File: src/rtl/md_step_sequencer_if.sv
`default_nettype none
// ============================================================================
// Module      : md_step_sequencer_if
// Description : Phase handshake bundle between the MD step sequencer and the
//               two compute phases (force phase and motion-update phase).
//               master : sequencer side (drives READY pulses and buffer select)
//               slave  : phase-engine side (drives DONE levels)
// Signals     : CTL_READY         - start pulse to the force phase
//               CTL_DOUBLE_BUFFER - position/velocity buffer half for the step
//               CTL_DONE          - force-phase completion level
//               P2_READY          - start pulse to the motion-update phase
//               P2_DONE           - motion-update completion level
// Revision    : 1.0 - initial release
// ============================================================================
interface md_step_sequencer_if;
  logic CTL_READY;
  logic CTL_DOUBLE_BUFFER;
  logic CTL_DONE;
  logic P2_READY;
  logic P2_DONE;

  modport master (
    output CTL_READY,
    output CTL_DOUBLE_BUFFER,
    output P2_READY,
    input  CTL_DONE,
    input  P2_DONE
  );

  modport slave (
    input  CTL_READY,
    input  CTL_DOUBLE_BUFFER,
    input  P2_READY,
    output CTL_DONE,
    output P2_DONE
  );
endinterface
`default_nettype wire

File: src/rtl/md_step_sequencer.sv
`default_nettype none
// ============================================================================
// Module      : md_step_sequencer
// Description : Runs n_steps molecular-dynamics timesteps. Each step issues a
//               READY pulse to the force phase, waits for its DONE rising
//               edge, does the same for the motion-update phase, then swaps
//               the double-buffer half and counts the step. Each wait phase
//               is guarded by a timeout that parks the sequencer in a sticky
//               FAULT state until reset.
// Ports       : clk        - rising-edge clock
//               reset      - synchronous active-high reset
//               start      - one-cycle run request (honoured only in IDLE)
//               n_steps    - timestep count, sampled on an accepted start
//               abort      - cancel the current run
//               phase      - phase handshake bundle (master side)
//               busy       - run in progress
//               done       - one-cycle pulse on normal completion
//               fault      - sticky phase timeout
//               step_count - steps completed in current / most recent run
// Parameters  : TIMEOUT_CYCLES - max wait cycles per phase before fault
//               READY_CYCLES   - READY pulse width in cycles (minimum 1)
// Revision    : 1.0 - initial release
// ============================================================================
module md_step_sequencer #(
  parameter int unsigned TIMEOUT_CYCLES = 1048576,
  parameter int unsigned READY_CYCLES   = 1
) (
  input  logic                       clk,
  input  logic                       reset,
  input  logic                       start,
  input  logic [31:0]                n_steps,
  input  logic                       abort,
  md_step_sequencer_if.master        phase,
  output logic                       busy,
  output logic                       done,
  output logic                       fault,
  output logic [31:0]                step_count
);

  typedef enum logic [2:0] {
    IDLE    = 3'd0,
    P1_GO   = 3'd1,
    P1_WAIT = 3'd2,
    P2_GO   = 3'd3,
    P2_WAIT = 3'd4,
    SWAP    = 3'd5,
    FINISH  = 3'd6,
    FAULT   = 3'd7
  } state_t;

  // Terminal values of the shared phase counter: it counts READY cycles in a
  // _GO state and wait cycles in a _WAIT state, restarting at 0 in between.
  localparam logic [31:0] READY_LAST   = 32'(READY_CYCLES - 1);
  localparam logic [31:0] TIMEOUT_LAST = 32'(TIMEOUT_CYCLES - 1);

  state_t      state;
  logic [31:0] n_target;
  logic [31:0] phase_cnt;
  logic        ctl_ready_r;
  logic        p2_ready_r;
  logic        dbuf_r;
  logic        ctl_done_q;
  logic        p2_done_q;
  logic        ctl_done_rise;
  logic        p2_done_rise;

  // DONE inputs are levels; only a low->high transition counts, so a level
  // left high by the previous step (or arriving during _GO) is not mistaken
  // for completion.
  assign ctl_done_rise = phase.CTL_DONE & ~ctl_done_q;
  assign p2_done_rise  = phase.P2_DONE  & ~p2_done_q;

  assign phase.CTL_READY         = ctl_ready_r;
  assign phase.P2_READY          = p2_ready_r;
  assign phase.CTL_DOUBLE_BUFFER = dbuf_r;

  always_ff @(posedge clk) begin
    if (reset) begin
      state       <= IDLE;
      n_target    <= 32'd0;
      phase_cnt   <= 32'd0;
      ctl_ready_r <= 1'b0;
      p2_ready_r  <= 1'b0;
      dbuf_r      <= 1'b0;
      ctl_done_q  <= 1'b0;
      p2_done_q   <= 1'b0;
      busy        <= 1'b0;
      done        <= 1'b0;
      fault       <= 1'b0;
      step_count  <= 32'd0;
    end else begin
      ctl_done_q <= phase.CTL_DONE;
      p2_done_q  <= phase.P2_DONE;
      done       <= 1'b0;

      if (state == IDLE) begin
        // abort in the same cycle suppresses the start request
        if (start && !abort) begin
          step_count <= 32'd0;
          if (n_steps == 32'd0) begin
            state <= FINISH;
          end else begin
            n_target    <= n_steps;
            busy        <= 1'b1;
            ctl_ready_r <= 1'b1;
            phase_cnt   <= 32'd0;
            state       <= P1_GO;
          end
        end
      end else if (state == FAULT) begin
        // parked until reset
        state <= FAULT;
      end else if (abort) begin
        // step_count and the buffer select keep their values
        ctl_ready_r <= 1'b0;
        p2_ready_r  <= 1'b0;
        busy        <= 1'b0;
        state       <= IDLE;
      end else begin
        case (state)
          P1_GO: begin
            if (phase_cnt == READY_LAST) begin
              ctl_ready_r <= 1'b0;
              phase_cnt   <= 32'd0;
              state       <= P1_WAIT;
            end else begin
              phase_cnt <= phase_cnt + 32'd1;
            end
          end

          P1_WAIT: begin
            // a DONE edge wins over a coincident timeout
            if (ctl_done_rise) begin
              p2_ready_r <= 1'b1;
              phase_cnt  <= 32'd0;
              state      <= P2_GO;
            end else if (phase_cnt == TIMEOUT_LAST) begin
              fault       <= 1'b1;
              busy        <= 1'b0;
              ctl_ready_r <= 1'b0;
              p2_ready_r  <= 1'b0;
              state       <= FAULT;
            end else begin
              phase_cnt <= phase_cnt + 32'd1;
            end
          end

          P2_GO: begin
            if (phase_cnt == READY_LAST) begin
              p2_ready_r <= 1'b0;
              phase_cnt  <= 32'd0;
              state      <= P2_WAIT;
            end else begin
              phase_cnt <= phase_cnt + 32'd1;
            end
          end

          P2_WAIT: begin
            if (p2_done_rise) begin
              state <= SWAP;
            end else if (phase_cnt == TIMEOUT_LAST) begin
              fault       <= 1'b1;
              busy        <= 1'b0;
              ctl_ready_r <= 1'b0;
              p2_ready_r  <= 1'b0;
              state       <= FAULT;
            end else begin
              phase_cnt <= phase_cnt + 32'd1;
            end
          end

          SWAP: begin
            step_count <= step_count + 32'd1;
            dbuf_r     <= ~dbuf_r;
            if ((step_count + 32'd1) == n_target) begin
              state <= FINISH;
            end else begin
              ctl_ready_r <= 1'b1;
              phase_cnt   <= 32'd0;
              state       <= P1_GO;
            end
          end

          FINISH: begin
            done  <= 1'b1;
            busy  <= 1'b0;
            state <= IDLE;
          end

          default: begin
            state <= IDLE;
          end
        endcase
      end
    end
  end

endmodule
`default_nettype wire
File: src/flat_wrapper.sv
// flat-port wrapper written by rule: the top's interface ports become plain ports
module md_step_sequencer_flat 
#(
  parameter int unsigned TIMEOUT_CYCLES = 1048576,
  parameter int unsigned READY_CYCLES   = 1
)
  (clk, reset, start, n_steps, abort, busy, done, fault, step_count, phase_CTL_READY, phase_CTL_DOUBLE_BUFFER, phase_P2_READY, phase_CTL_DONE, phase_P2_DONE);
  md_step_sequencer_if phase_i ();
  input  logic clk;
  input  logic reset;
  input  logic start;
  input  logic [31:0] n_steps;
  input  logic abort;
  output logic busy;
  output logic done;
  output logic fault;
  output logic [31:0] step_count;
  output wire logic [$bits(phase_i.CTL_READY)-1:0] phase_CTL_READY;
  output wire logic [$bits(phase_i.CTL_DOUBLE_BUFFER)-1:0] phase_CTL_DOUBLE_BUFFER;
  output wire logic [$bits(phase_i.P2_READY)-1:0] phase_P2_READY;
  input wire logic [$bits(phase_i.CTL_DONE)-1:0] phase_CTL_DONE;
  input wire logic [$bits(phase_i.P2_DONE)-1:0] phase_P2_DONE;
  assign phase_CTL_READY = phase_i.CTL_READY;
  assign phase_CTL_DOUBLE_BUFFER = phase_i.CTL_DOUBLE_BUFFER;
  assign phase_P2_READY = phase_i.P2_READY;
  assign phase_i.CTL_DONE = phase_CTL_DONE;
  assign phase_i.P2_DONE = phase_P2_DONE;
  md_step_sequencer #(.TIMEOUT_CYCLES(TIMEOUT_CYCLES), .READY_CYCLES(READY_CYCLES)) u_core (.clk(clk), .reset(reset), .start(start), .n_steps(n_steps), .abort(abort), .phase(phase_i), .busy(busy), .done(done), .fault(fault), .step_count(step_count));
endmodule
File: config.mk
export PLATFORM = sky130hd
export DESIGN_NAME = md_step_sequencer_flat
export DESIGN_NICKNAME = d
export VERILOG_FILES = /design/src/rtl/md_step_sequencer_if.sv /design/src/rtl/md_step_sequencer.sv /design/src/flat_wrapper.sv
export SDC_FILE = /design/constraint.sdc
export NUM_CORES = 1
export LEC_CHECK = 0
export ABC_AREA = 1
export CORE_MARGIN = 5
export CORE_UTILIZATION = 44
export DETAILED_ROUTE_END_ITERATION = 6
export MAX_ROUTING_LAYER = met4
export PLACE_DENSITY = 0.7
export SLEW_MARGIN = 20
export SYNTH_ARGS = -nofsm -noshare
export SYNTH_HDL_FRONTEND = slang
export SYNTH_SLANG_ARGS = --single-unit
File: constraint.sdc
create_clock -name clk -period 6.5 [get_ports clk]
set_clock_uncertainty 0.1 [all_clocks]
set_input_delay 1.3 -clock clk [delete_from_list [all_inputs] [get_ports clk]]
set_output_delay 1.3 -clock clk [all_outputs]
set_load 0.005 [all_outputs]
* Yosys cells after proc, flatten, opt, wreduce, memory -nomap -nowiden
Index checks and enable logic that the tools add are counted.
Storage, ports and cells: register bits 107, input bits 38, output and inout bits 38, logic and storage cells 126
Cells by class: $add $sub $neg 2, equal/unequal tests 25, mux-type cells 56, bitwise logic cells 9, reductions and logical operators 22
Operators with widths (number):
- two-way mux 32 bit | 15
- one-hot mux 32 bit (4 select lines) | 1
- adder 32 x 1 -> 32 bit, second input constant | 2
- zero test 32 bit | 2
- two-way mux 3 bit | 11
- == test 32 x 20 -> 1 bit, second input constant | 1
- == test 32 bit | 1
- two-way mux 1 bit | 24
- one-hot mux 3 bit (5 select lines) | 1
- == test 3 bit, second input constant | 4
- AND reduction 6 bit | 2
- != test 5 x 2 -> 1 bit, second input constant | 2
- nonzero test 5 bit | 2
- != test 2 bit, second input constant | 4
- != test 4 bit, second input constant | 2
- AND reduction 4 bit | 2
- AND reduction 8 bit | 1
- NOT 1 bit | 7
- AND reduction 7 bit | 1
- == test 3 x 2 -> 1 bit, second input constant | 2
- != test 3 x 2 -> 1 bit, second input constant | 2
- != test 3 bit, second input constant | 2
- one-hot mux 1 bit (3 select lines) | 2
- AND reduction 3 bit | 2
- 16 further kinds | 19

* Logic depth before layout (Yosys ltp)
depth after elaboration 7, mapped depth 20, mapped depth without buffers 20

* Worst setup path after synthesis
No wires, ideal clock.
kind input to register, start input port n_steps[4], end register u_core.phase_cnt[16], setup time 0.115 ns, arrival 2.805 ns, data required time 6.285 ns, setup slack 3.480 ns, stages on the path 9, path buffers 2, cells stage by stage nor4_1 -> nand2_1 -> or3_1 -> nor2_1 -> nor2_1 -> buf_2 -> buf_1 -> a21oi_1 -> nor2_1
Between the ends: word-level cells in the longest chain between the ends 3
Ends and longest elaborated chain:
- start: declaration | line flat_wrapper.sv:12 | input logic [31:0] n_steps;
- zero test 32 bit | line md_step_sequencer.sv:100 | if (n_steps == 32'd0) begin
- != test 2 bit (no source line)
- AND reduction 7 bit (no source line)
- end signal: assignment | line md_step_sequencer.sv:127 | phase_cnt <= phase_cnt + 32'd1;
- end signal: assignment | line md_step_sequencer.sv:144 | phase_cnt <= phase_cnt + 32'd1;
- end signal: assignment | line md_step_sequencer.sv:154 | phase_cnt <= phase_cnt + 32'd1;
- end: declaration | line md_step_sequencer.sv:58 | logic [31:0] phase_cnt;
No other way between the ends. A chain may end at the register's enable or synchronous reset.

* Worst setup path in the final report
start register u_core.step_count[0], end register u_core.phase_cnt[14]
Between the ends: word-level cells in the longest chain between the ends 4
Ends and longest elaborated chain:
- start: declaration | line md_step_sequencer.sv:37 | output logic [31:0] step_count
- start signal: assignment | line md_step_sequencer.sv:173 | step_count <= step_count + 32'd1;
- adder 32 x 1 -> 32 bit | line md_step_sequencer.sv:175 | if ((step_count + 32'd1) == n_target) begin
- == test 32 bit | line md_step_sequencer.sv:175
- != test 3 x 2 -> 1 bit (no source line)
- AND reduction 7 bit (no source line)
- end signal: assignment | line md_step_sequencer.sv:144
- end signal: assignment | line md_step_sequencer.sv:154
- end signal: assignment | line md_step_sequencer.sv:168 | phase_cnt <= phase_cnt + 32'd1;
No other way between the ends.

==> summary.md <==
| Metric | Value |
|---|---|
| Routed wire length per instance | 16.4 um |
| CTS sink cnt | 107 |
| GRT Residual Overflow | 0 |
| Worst slew margin relative to its limit | 35.2% |
| Top-area cell type share of the netlist area | 27.4% |
| Core box area | 17400 um2 |
| Max stage delay on crit path | 0.73 ns |
| CP Class | register to register |
| Post-CTS setup buffers | 0 |
| Ratio of cells with drive above 1 in the final layout | 3.10% |
| Post-layout util | 51.8% |
| Cells after Synth | 1367 |
| DRT met1 WL | 12200 um |
| Part of the power in registers | 33.7% |
| Avg Cell Area, Syn | 5.71 um2 |
| Most frequent cells in the layout | nand2_1, nor2_1, nand3_1 |
| Most common cell after layout, fill and taps aside | nand2_1 |
| First-pass GRT wire length | 43700 um |
| Die W | 143 um |
| Crit end category | register |
| Antenna Nets Post-Route | 0 |
| Die height | 143 um |
| IO Pins | 76 |
| Peak Freq | 238 MHz |
| Ant diodes | 0 |
| Drt drc | 0 |
| Clock Latency Late Sink | 0.37 ns |
| Post-synth cell types | 41 |
| Met2 wire length | 11900 um |
| WP data arrival | 4.40 ns |
| Num CTS Buffers | 9 |
| CTS Buffer Depth | 2 |
| # port buffers | 75 |
| Vias in the first global route | 8404 |
| GRT Total Usage | 27.4% |
| H-tree Lvls | 3 |
| HPWL after detailed placement | 20100 um |
| Area grow syn2layout | 15.1% |
| Net Sw Frac | 45.1% |
| Net Switching | 1.16 mW |
| CP Launch Type | register |
| Minimum clock period | 4.19 ns |
| P_int | 1.42 mW |
| Post-CTS Resized | 0 |
| Vias | 9095 |
| Unrepaired setup endpoints after global routing | false |
| Root buf cell | clkbuf_16 |
| Setup TNS | 0 ns |
| Syn Std Cell Area | 7810 um2 |
| Final Instance Count excl. Fillers | 1643 |
| Wirelength, routed | 27000 um |
| Hold Path Class | register to register |
| Initial antenna violation count | 0 |
| Fin area | 8990 um2 |
| Max Slew Vio Count | 0 |
| Gate power share | 45.1% |
| Slowest CP cell | nand4_2 |
| DR WL met3 | 2030 um |
| Pwr Density | 287 nW/um2 |
| First-pass iteration count of the detailed router | 5 |
| Largest cells by area after synthesis | dfxtp_1, nand2_1, nand3_1 |
| Worst VDD drop | 192 uV |
| Yosys top cell by area | dfxtp_1 |
| Vias per cell | 5.54 |
| # fillers | 1852 |
| Yosys warnings | 0 |
| Synthesis-stage register bit count | 107 |
| Mapped Nets | 1408 |
| CP max FO | 31 |
| Crit-path cells | ha_1, nand2_1, nor2_2, nand2_1, nor2_1, nand3_1, nand3b_1, nand2_1, nor2_1, nand3_1, nor2_1, nand4_2, buf_4, nand3_1, nand2_1, nor2_1 |
| Worst Tran Pin Value | 0.972 ns |
| Overall Power | 2.58 mW |
| Placed cells | 1627 |
| TritonCTS clock tree | yes |
| P_leak | 3.57 nW |
| Seq/Total Area, Yosys | 27.4% |
| 1st-iter DRT viols | 910 |
| Initial Util | 45.0% |
| Final setup violation count | 0 |
| Final Hold Fails | 0 |
| Max-cap viol count | 0 |
| Placed Area | 8710 um2 |
| Status | completed |
| CTS clk-pin slew, worst paths | 0.07 ns |
| Die area | 20500 um2 |
| Clock power frac | 21.2% |
| Final period util | 64.5% |
| Nets@finish | 1454 |
| CTS Hold Bufs | 0 |
| Global placement routability congestion | 0.987 |
| Top sig layer | met4 |
| Row cnt | 48 |
| Largest net degree at the start of global routing | 64 |
| CP required | 6.70 ns |
==> routing by layer <==
metal	GRT usage [%]	up-vias
met5	-	-
met4	10.9	0
met3	4.32	53
met2	41.8	379
met1	36.4	4083
li1	-	4580
==> final cells by class <==
type	count	area, um2	share of cell area [%]
Multi-Input combinational cell	1074	4970	55.3
Sequential cell	107	2140	23.8
Timing Repair Buffer	81	791	8.80
Inverter	140	527	5.86
Tap cell	225	282	3.13
Clock buffer	12	246	2.74
Clock inverter	4	31.3	0.348
==> registers in the layout, summed over array words and instances, names as in the netlist <==
name,count
u_core.busy,1
u_core.phase.CTL_DOUBLE_BUFFER,1
u_core.fault,1
u_core.phase_cnt,32
u_core.n_target,32
u_core.done,1
u_core.phase.P2_READY,1
u_core.phase.CTL_READY,1
u_core.state,3
u_core.p2_done_q,1
u_core.ctl_done_q,1
u_core.step_count,32
==> worst paths after layout <==
path	from	end	slack [ns]	depth (start not counted)
worst max-delay path	u_core.step_count[0]$_SDFFE_PP0P_	u_core.phase_cnt[14]$_SDFFE_PP0P_	2.31	16
worst min-delay path	u_core.n_target[3]$_SDFFE_PP0P_	u_core.n_target[3]$_SDFFE_PP0P_	0.36	2
worst max register to register	u_core.step_count[0]$_SDFFE_PP0P_	u_core.phase_cnt[14]$_SDFFE_PP0P_	2.31	16
worst min register to register	u_core.n_target[3]$_SDFFE_PP0P_	u_core.n_target[3]$_SDFFE_PP0P_	0.36	2
==> cell families after synthesis <==
group / share of synthesized area (%)
flops: 27.4
buf+inv: 9.13
fa+ha+maj: 0.481
simple gates: 47.0
compound gates: 13.6
xor+xnor: 2.36
==> critical path: cells and delay by family, from the launching register on <==
family	cells	cell delay [ns]
adders and majority gates	1	0.23
buffers and inverters	1	0.55
DFF	1	0.47
and+or+nand+nor	14	2.76
==> cells in the mapped netlist (all sizes together) <==
| cell type | count |
|---|---|
| nand2 | 399 |
| nor2 | 204 |
| nand3 | 162 |
| inv | 137 |
| dfxtp | 107 |
| a21oi | 106 |
| o21ai | 63 |
| clkbuf | 36 |
| nand4 | 30 |
| nor3 | 25 |
| xor2 | 17 |
| nor4 | 16 |
| o211ai | 11 |
| buf | 10 |
| nand3b | 10 |
| o221ai | 4 |
| or2 | 4 |
| xnor2 | 4 |
| clkinv | 3 |
| ha | 3 |
| a31o | 2 |
| nor3b | 2 |
| o2111ai | 2 |
| a211oi | 1 |
| a21o | 1 |
| a311oi | 1 |
| a31oi | 1 |
| and3 | 1 |
| o21bai | 1 |
| o22ai | 1 |
| o311ai | 1 |
| o31ai | 1 |
| or3 | 1 |
==> power groups by stage <==
stage               clock network [mW]  registers, mW  logic [mW]
finish                           0.547          0.869        1.16
global route                     0.581          0.886        1.32
CTS                              0.559          0.866        1.15
detailed placement                   0          0.880        1.14
global placement                     0          0.881        1.14
floorplan                            0          0.844       0.849
==> per-stage QoR <==
stage                     hold WS (ns)  setup slack (ns)
after floorplan                  0.336              3.48
after global placement           0.344              2.31
after detailed placement         0.348              2.31
after CTS                        0.360              2.35
after global routing             0.390              1.86
final                            0.360              2.31
Note: power is estimated with default switching activity, not from simulation.
